<file path="src/rtl/uart_tx_fifo.sv">
// Byte FIFO feeding a UART transmitter: producer-side circular buffer plus a
// small handshake FSM that issues one-cycle load strobes whenever the UART is idle.
module uart_tx_fifo #(
  parameter int DEPTH_LOG2 = 4
) (
  input  logic                  clock,
  input  logic                  reset,
  input  logic                  wr_en,
  input  logic [7:0]            wr_data,
  input  logic                  ovf_clr,
  output logic                  full,
  output logic                  empty,
  output logic [DEPTH_LOG2:0]   count,
  output logic                  overflow,
  output logic                  txen,
  output logic [7:0]            din,
  input  logic                  txready,
  output logic                  busy
);

  localparam int DEPTH = 1 << DEPTH_LOG2;
  localparam logic [DEPTH_LOG2:0] FULL_COUNT = (DEPTH_LOG2 + 1)'(DEPTH);

  localparam logic [1:0] IDLE      = 2'd0;
  localparam logic [1:0] SEND      = 2'd1;
  localparam logic [1:0] WAIT_BUSY = 2'd2;
  localparam logic [1:0] WAIT_DONE = 2'd3;

  logic [7:0]            mem [DEPTH];
  logic [DEPTH_LOG2-1:0] wr_ptr;
  logic [DEPTH_LOG2-1:0] rd_ptr;
  logic [1:0]            state;
  logic                  push;
  logic                  pop;

  // Status comes only from registered count/state, so a write never frees room for itself.
  assign full  = (count == FULL_COUNT);
  assign empty = (count == '0);
  assign busy  = (state != IDLE);
  assign push  = wr_en && !full;
  assign pop   = (state == IDLE) && !empty && txready;

  always_ff @(posedge clock) begin
    if (reset && push)
      mem[wr_ptr] <= wr_data;
  end

  always_ff @(posedge clock) begin
    if (!reset) begin
      wr_ptr   <= '0;
      rd_ptr   <= '0;
      count    <= '0;
      overflow <= 1'b0;
      txen     <= 1'b0;
      din      <= 8'h00;
      state    <= IDLE;
    end else begin
      if (push)
        wr_ptr <= wr_ptr + 1'b1;
      if (pop)
        rd_ptr <= rd_ptr + 1'b1;

      case ({push, pop})
        2'b10:   count <= count + 1'b1;
        2'b01:   count <= count - 1'b1;
        default: count <= count;
      endcase

      // A dropped write outranks a clear arriving on the same edge.
      if (wr_en && full)
        overflow <= 1'b1;
      else if (ovf_clr)
        overflow <= 1'b0;

      case (state)
        IDLE: begin
          if (pop) begin
            din   <= mem[rd_ptr];
            txen  <= 1'b1;
            state <= SEND;
          end
        end
        SEND: begin
          txen  <= 1'b0;
          state <= WAIT_BUSY;
        end
        WAIT_BUSY: begin
          if (!txready)
            state <= WAIT_DONE;
        end
        WAIT_DONE: begin
          if (txready)
            state <= IDLE;
        end
        default: begin
          txen  <= 1'b0;
          state <= IDLE;
        end
      endcase
    end
  end

endmodule

</file>
<file path="config.mk">
export PLATFORM = sky130hd
export DESIGN_NAME = uart_tx_fifo
export DESIGN_NICKNAME = d
export VERILOG_FILES = /design/src/rtl/uart_tx_fifo.sv
export SDC_FILE = /design/constraint.sdc
export NUM_CORES = 1
export LEC_CHECK = 0
export ABC_AREA = 1
export CORE_ASPECT_RATIO = 1.25
export CORE_MARGIN = 2
export CORE_UTILIZATION = 30
export DETAILED_ROUTE_END_ITERATION = 12
export HOLD_SLACK_MARGIN = 0.12
export PLACE_DENSITY_LB_ADDON = 0.05
export SETUP_SLACK_MARGIN = 0.02
export SLEW_MARGIN = 0
export SYNTH_ARGS = -nofsm -noshare
export SYNTH_HDL_FRONTEND = slang
export SYNTH_SLANG_ARGS = --single-unit
</file>
<file path="constraint.sdc">
create_clock -name clock -period 3.8 [get_ports clock]
set_input_delay 0.57 -clock clock [delete_from_list [all_inputs] [get_ports clock]]
set_output_delay 0.57 -clock clock [all_outputs]
set_load 0.005 [all_outputs]
</file>
### Word level (Yosys, flattened, before mapping)

Memory sizes are Yosys's and may differ from the RTL's. A register that Yosys moved wholly into a read port is not among the register bits.
Cells that the tools add are included.

* ROM bits: 0
* bits in writable memories: 128
* output and inout bits: 18
* register bits after elaboration: 17
* latch bits: 0
* memories: 1

* multiplexer cells: 11
* add/sub/neg operators: 4
* multiply operators: 0
* bitwise gates (word level): 0
* divide/modulo/power cells: 0
* shift operators: 0
* magnitude comparators: 0
* reductions and logical operators: 17
* equality and inequality tests: 9

Memory list
* mem: words 16, width 8, rd ports 1, clocked after memory_dff 1, wr ports 1, line 29 `logic [7:0] mem [DEPTH];`

Operator list (count)
* 5-bit case mux with 2 select lines: 1
* 4-bit by 1-bit adder with 4-bit output (second input constant): 2
* 2-bit case mux with 4 select lines: 1
* 2-bit nonzero test: 4
* 2-bit equality test (second input constant): 3
* 2-bit two-way mux: 3
* 2-bit != test (second input constant): 3
* 5-bit by 1-bit adder with 5-bit output (second input constant): 1
* 5-bit equality test (second input constant): 1
* 1-bit logical AND: 5
* 5-bit zero test: 1
* 1-bit two-way mux: 5
* 5-bit by 1-bit subtractor with 5-bit output (second input constant): 1
* 2-bit by 1-bit equality test with 1-bit output (second input constant): 2
* 2-bit AND reduction: 2
* 1-bit zero test: 3
* 3-bit AND reduction: 1
* 2-bit zero test: 1
* 1-bit case mux with 2 select lines: 1

### Depth between registers and ports, before layout

Gate-level depths: netlist of run 1.

* depth after elaboration: 6
* depth in mapped cells: 16
* depth with buffers taken out: 15

### Least setup slack after synthesis of run 1

Ideal clock, no wire load.

* path kind: register to register
* start point: reg state[0]
* end point: reg count[4]
* setup slack: 1.541 ns
* stages on the path, launching flop included: 17
* data arrival time: 2.139 ns
* clock period less this slack: 2.259 ns
* path buffers: 1
* path through: dfxtp_1 -> inv_1 -> ha_1 -> inv_1 -> nor2_1 -> buf_2 -> ha_1 -> inv_1 -> fa_1 -> inv_1 -> nand2_1 -> a21oi_1 -> nor2_1 -> nand2_1 -> nand2_1 -> nand2_1 -> a21oi_1

* word-level cells in the longest chain between the ends: 5
* elaborated cells between the ends (all ways): 7
* those cells by class: eq/ne (2); mux (1); reduce/logical (4)

Ends and longest elaborated chain
* start, declared: line 32 `logic [1:0] state;`
* start signal, assigned: line 56 `state <= IDLE;`
* start signal, assigned: line 80 `state <= SEND;`
* start signal, assigned: line 85 `state <= WAIT_BUSY;`
* 2-bit zero test (*): line 41 `assign pop = (state == IDLE) && !empty && txready;`
* 1-bit logical AND (*) (2 in series): line 41
* named net pop: line 34 `logic pop;`
* 2-bit by 1-bit equality test with 1-bit output or 2-bit equality test (tied branches): line 63 `case ({push, pop})`
* 5-bit case mux with 2 select lines or 2-bit nonzero test (tied branches)
* end signal, assigned: line 64 `2'b10: count <= count + 1'b1;`
* end signal, assigned: line 65 `2'b01: count <= count - 1'b1;`
* end signal, assigned: line 66 `default: count <= count;`
* end, declared: line 13 `output logic [DEPTH_LOG2:0] count,`

The timed path passes the listed nets; every way through them passes the cells marked *.
A chain may end at the register's enable or synchronous reset.

### Final worst setup path of run 1

* start point: reg state[0]
* end point: reg count[4]

* word-level cells in the longest chain between the ends: 5
* elaborated cells between the ends (all ways): 7
* those cells by class: eq/ne (2); mux (1); reduce/logical (4)

Ends and longest elaborated chain (line)
* 2-bit zero test (*): 41
* 1-bit logical AND (*) (2 in series): 41
* 2-bit by 1-bit equality test with 1-bit output or 2-bit equality test (tied branches): 63
* 5-bit case mux with 2 select lines or 2-bit nonzero test (tied branches)

Every way passes the cells marked *; elsewhere a longest branch is shown, timed or not.

==> metrics.md, run 1 <==
| Metric | Value |
|---|---|
| Core area | `about 22000 um^2` |
| CP arrival | `roughly 2.7 ns` |
| Clock buffer depth | `2` |
| Hold endpoint | `overflow` |
| Synth Register Bits | `around 150` |
| Vias per cell | `roughly 4.5` |
| H-tree depth | `4` |
| CP Class | `reg2reg` |
| Detail Route Antenna Nets | `0` |
| Share of cells above drive strength 1 | `6.05%` |
| Post-CTS Hold Fix Bufs | `0` |
| CTS tree | `built` |
| Starting Density | `between 30% and 40%` |
| Ys async rst share | `0%` |
| Worst min path class | `reg2reg` |
| Initial antenna violation count | `0` |
| Max cap viols | `0` |
| Drt wl/cell | `17.9 um` |
| Worst R2R Path Depth | `15` |
| Unrepaired setup endpoints after global routing | `false` |
| GRT Resource Usage Total | `about 16%` |
| CP max FO | `5` |
| Hold depth | `2` |
| Slew @ Worst Pin | `between 1 and 1.5 ns` |
| Placed wire-length estimate | `around 12 mm` |
| Synthesized instance count | `~700` |
| Fin. max-slew vios | `0` |
| Fill cell count | `between 2000 and 2500` |
| Yosys cell types | `26` |
| WL final | `around 18 mm` |
| Diodes inserted | `0` |
| Capturing point of the worst reg2reg path | `count[4]` |
| Leak | `between 3 and 4 nW` |
| Horiz. Die Dim | `~140 um` |
| Final setup violation count | `0` |
| Setup_tns | `0 ns` |
| Non-filler cells, final | `roughly 1000` |
| Clock Power Share | `between 30% and 40%` |
| Synth-to-Final Area Change | `15.9%` |
| Logic pwr share | `between 20 and 30%` |
| Vias in the first global route | `~4600` |
| Worst Skew | `0.0112 ns` |
| NetSw | `~1.8 mW` |
| Hold Slack | `approximately 0.48 ns` |
| GR Overflow Total | `0` |
| Period utilization | `roughly 62%` |
| Pwr dens | `approximately 660 nW/um^2` |
| Largest net degree at the start of global routing | `67` |
| Worst setup EP type | `register` |
| Worst min-delay path startpoint | `overflow` |
| DIE AREA | `23900 um^2` |
| DR pass1 iterations | `5` |
| First-pass GRT wire length | `about 28 mm` |
| Flop pwr share | `~39%` |
| CP Launch Type | `register` |
| Clock Latency Late Sink | `0.43 ns` |
| Row count | `slightly above 60` |
| CTS Sinks | `roughly 150` |
| Slew HR | `17.6%` |
| VDD IR max | `roughly 0.00033 V` |
| WP data required | `4.11 ns` |
| Num CTS Buffers | `17` |
| Flop2flop setup slack | `1.44 ns` |
| Total number of vias | `roughly 4600` |
| Post-CTS Setup Inserts | `0` |
| CTS clk-pin slew, worst paths | `~0.07 ns` |
| Post-CTS resize count | `0` |
| Post-synth net total | `approximately 700` |
| Fmax | `~420 MHz` |
| Post-synth design cell area | `6810 um^2` |
| Post-synth EDFFs | `between 100 and 150` |
| Avg Cell Area, Syn | `slightly below 10 um^2` |
| YS warnings | `0` |
| Switching share of power | `approximately a third` |
| Reg-to-Reg Start | `state[0]` |
| # port buffers | `30` |
| P_int | `about 3.4 mW` |
| Register area share after synthesis | `a little under two thirds` |
| Placed insts | `between 900 and 1000` |
| Crit path time final | `2.36 ns` |
| Final Hold Vio Count | `0` |
| Initial drt markers | `305` |
| Utilization after layout | `35.4%` |
| Final #Nets | `about 740` |
| DR DRC count | `0` |
| Ys flop type | `edfxtp_1` |
| CTS Root Cell | `clkbuf_16` |
| Status | `completed` |
| Ports | `31` |
| Die H | `~170 um` |
| GPL Wtd Cong | `approximately 0.8` |
-- layout make-up --
type / count / area (um^2) / area share (%)
multi-input cells: 407 / 1910 / 24.2
flip-flops and latches: 153 / 4350 / 55.1
well taps: 283 / 354 / 4.49
repair buffers: 36 / 345 / 4.38
clock buffers: 18 / 429 / 5.44
clock inverters: 14 / 136 / 1.73
inverters: 99 / 372 / 4.71
-- worst max path at each step --
stage                        start       end  slack [ns]
after floorplan           state[0]  count[4]        1.54
after global placement     txready  count[4]        1.03
after detailed placement   txready  count[4]        1.01
after CTS                 state[0]      busy        1.43
after global routing      count[1]  count[4]        1.22
final                     state[0]  count[4]        1.44
-- cell usage after synthesis (all sizes together) (2+ instances only) --
master  count  area share (%)
nor2       23             1.3
nand3     100             7.3
nand4       2            0.28
xor2        4            0.51
clkinv      3            0.17
a21oi      16             1.2
ha         14             2.6
nand2     226              12
buf        26             2.6
edfxtp    128              56
o21a        8            0.88
clkbuf      3            0.17
o21ai       9            0.66
dfxtp      25             7.3
inv        96             5.3
-- flip-flops by register name, summed over array words and instances, names as in the netlist --
| register | count |
|---|---|
| wr_ptr | 4 |
| overflow | 1 |
| state | 2 |
| count | 5 |
| din | 8 |
| mem | 128 |
| rd_ptr | 4 |
| txen | 1 |
-- power by group through the flow --
stage	combinational [mW]	clock (mW)	sequential, mW
5_1_grt	1.76	1.75	2.02
3_3_place_gp	1.60	0	2.05
3_5_place_dp	1.59	0	2.04
6_report	1.56	1.64	2.01
2_1_floorplan	1.02	0	2.02
4_1_cts	1.60	1.68	2.01
-- worst max-delay path, cell delays in order, from the launching register on --
cell	delay (ns)
dfxtp_1	0.35
inv_1	0.12
ha_1	0.20
inv_1	0.08
nor2_2	0.15
ha_1	0.29
inv_1	0.08
fa_1	0.40
inv_1	0.07
nand2_1	0.04
a21oi_1	0.17
nor2_1	0.06
nand2_1	0.05
nand2_1	0.05
nand2_1	0.06
a21oi_1	0.05
-- placed cells by master, fill, tap and decap left out --
cell type	count
nor2_2	2
fa_1	1
nor2_1	21
a21oi_1	16
dfxtp_1	24
edfxtp_1	128
clkdlybuf4s50_1	30
nand4_2	1
nand2_2	1
xor2_1	4
o21a_1	8
clkbuf_1	1
bufinv_16	1
mux2i_1	1
inv_6	7
clkinvlp_4	2
clkinv_1	4
nand2_1	225
inv_2	2
dfxtp_2	1
clkbuf_16	17
buf_4	6
or2_2	1
inv_1	94
o21ai_0	9
clkinv_4	3
nand4_1	1
nand3_1	100
xnor2_1	1
ha_1	14
o21bai_1	1
-- per-stage QoR --
step                      setup WS [ns]  power, mW  cell area, um^2
after floorplan                    1.54       3.05             6810
after global routing               1.22       5.53             7890
final                              1.44       5.21             7890
after CTS                          1.43       5.29             7890
after detailed placement           1.01       3.64             7330
after global placement             1.03       3.65             7330
-- kinds of logic after synthesis --
logic type / count (synthesis) / synth area share [%]
buf+inv: 128 / 8.23
flops: 153 / 63.8
mux: 1 / 0.147
simple gates: 352 / 21.5
fa+ha+maj: 15 / 2.87
compound gates: 34 / 2.83
xor+xnor: 5 / 0.643
-- metal layers --
layer  up-vias  part of all wire, %  track usage, %
li1       2288                    -               -
met1      2181                   46            20.1
met2        80                   50            26.9
met3        16                  3.4            3.21
met4         0                  1.0            4.61
met5         -                    0               0
(Power assumes the default switching activity.)
==> run 2: changes to the inputs <==
Clock period 3.8 ns to 2.4 ns, I/O delays scaled along.
==> metrics.md, run 2 (synthesis gave the netlist of run 1 again) <==
| Metric | Value |
|---|---|
| VDD IR max | `about 0.00051 V` |
| Most frequent CP cell | `nand2_1` |
| Die H | `~170 um` |
| Biggest register | `mem` |
| WP data required | `2.71 ns` |
| Worst min path class | `reg2reg` |
| Synth-to-Final Area Change | `20.6%` |
| Worst path max stage delay | `approximately 0.38 ns` |
| Period utilization | `between 80% and 90%` |
| CP max FO | `4` |
| Pwr dens | `around 1000 nW/um^2` |
| Crit path time final | `2.13 ns` |
| Flop2flop setup slack | `around 0.27 ns` |
| Fin. max-slew vios | `0` |
| Vias per cell | `about 4.6` |
| Worst Path Buf+Inv | `3` |
| Slew HR | `48.6%` |
| Row count | `61` |
| CTS Root Cell | `clkbuf_16` |
| Share of cells above drive strength 1 | `a little over a tenth` |
| Horiz. Die Dim | `roughly 140 um` |
| Final Hold Vio Count | `0` |
| Setup_tns | `0 ns` |
| DR DRC count | `0` |
| Placed insts | `slightly above 1000` |
| WL final | `roughly 18 mm` |
| Crit-path leading delay family | `adder cells` |
| CTS Sinks | `approximately 150` |
| Tot Pwr | `roughly 8.4 mW` |
| Starting Density | `between 30 and 40%` |
| DIE AREA | `23900 um^2` |
| Post-CTS resize count | `0` |
| CTS tree | `built` |
| CP arrival | `approximately 2.5 ns` |
| CTS clk-pin slew, worst paths | `about 0.070 ns` |
| Drt wl/cell | `17.5 um` |
| Max cap viols | `0` |
| Largest register FFs | `roughly 130` |
| Status | `completed` |
| Placed wire-length estimate | `about 12 mm` |
| DR pass1 iterations | `4` |
| H-tree depth | `4` |
| Initial drt markers | `333` |
| Clock buffer depth | `2` |
| GRT Resource Usage Total | `approximately 16%` |
| Critical Path Slowest Stage Cell | `dfxtp_1` |
| Total number of vias | `around 4800` |
| Worst setup EP type | `register` |
| Num CTS Buffers | `17` |
| Slew @ Worst Pin | `a little under 0.8 ns` |
| First-pass GRT wire length | `roughly 29 mm` |
| Initial antenna violation count | `0` |
| Final setup violation count | `0` |
| Ports | `31` |
| Clock Latency Late Sink | `approximately 0.43 ns` |
| GPL Wtd Cong | `0.787` |
| Post-CTS Hold Fix Bufs | `0` |
| Vias in the first global route | `around 4700` |
| Final #Nets | `between 700 and 800` |
| Non-filler cells, final | `1047` |
| Worst Skew | `0.0114 ns` |
| GR Overflow Total | `0` |
| Unrepaired setup endpoints after global routing | `false` |
| Utilization after layout | `between 30% and 40%` |
| CP Launch Type | `register` |
| Top flop regs | `mem (128), din (8), count (5)` |
| Detail Route Antenna Nets | `0` |
| # port buffers | `30` |
| Post-CTS Setup Inserts | `0` |
| Fmax | `469 MHz` |
| Hold Slack | `0.476 ns` |
| Leak | `around 3.5 nW` |
| Most frequent cells in the layout | `225 x nand2_1, 128 x edfxtp_1, 100 x nand3_1` |
| Diodes inserted | `0` |
| CP Class | `reg2reg` |
| Critical path cell sequence | `inv_1 -> ha_1 -> inv_1 -> nor2_2 -> ha_1 -> buf_4 -> ha_1 -> nand2_1 -> a21oi_1 -> nor2_1 -> nand2_1 -> nand2_1 -> nand2_1 -> a21oi_1` |
| Commonest non-fill, non-tap cell in the layout | `nand2_1` |
| Largest net degree at the start of global routing | `between 50 and 60` |
| Core area | `22300 um^2` |
run 2: cell count changes in the layout (fill, tap and decap cells not counted):
cell | previous run | this run
clkbuf_1 | 1 | 0
clkinvlp_4 | 2 | 1
buf_4 | 6 | 41
buf_12 | 0 | 2
inv_8 | 0 | 1
dfxtp_2 | 1 | 2
dfxtp_1 | 24 | 23
clkinv_2 | 0 | 2
clkinv_4 | 3 | 2
inv_6 | 7 | 6
bufinv_16 | 1 | 2
run 2: layer usage:
layer,share of wire [%],track usage [%],vias up,wire [um]
met5,0,0,-,0
met4,2.3,5.18,0,414
li1,-,-,2364,-
met1,45,20.6,2294,8260
met3,3.8,3.60,24,690
met2,49,27.7,82,9010
run 2: worst reg2reg max path, delay by kind of cell, from the launching register on:
family | cells | cell delay (ns)
buffers and inverters | 3 | 0.34
DFF | 1 | 0.38
and+or+nand+nor | 6 | 0.35
AOI/OAI and AO/OA | 2 | 0.21
adders and majority gates | 3 | 0.73
run 2: worst paths after layout:
| check | from | to | cells after the start |
|---|---|---|---|
| worst max-delay path | state[1] | count[4] | 14 |
| worst min-delay path | overflow | overflow | 2 |
| worst max register to register | state[1] | count[4] | 14 |
| worst min register to register | overflow | overflow | 2 |
run 2: report_power, final:
group | internal, mW | switching (mW) | total (mW)
Clock | 1.55 | 1.15 | 2.71
Combinational | 0.952 | 1.56 | 2.51
Sequential | 3.05 | 0.126 | 3.17
run 2: per-stage QoR:
stage          setup WS [ns]  area (um^2)
2_1_floorplan          0.141         6810
3_3_place_gp          0.0455         7630
3_5_place_dp          0.0675         7630
4_1_cts                0.244         8220
5_1_grt               0.0286         8220
6_report               0.266         8220
run 2: area by class of cell:
type,count,area [um^2]
clock buffers,17,425
clock inverters,15,163
fillers,2258,14100
inverters,99,372
multi-input cells,407,1910
flip-flops and latches,153,4350
well taps,283,354
repair buffers,73,648
==> run 3: changes to the inputs <==
Settings changed: HOLD_SLACK_MARGIN 0.12 to 0.15, SLEW_MARGIN 0 to 20.
==> results of run 3 <==
No change in the layout: final DEF, timing and power equal those of run 2.
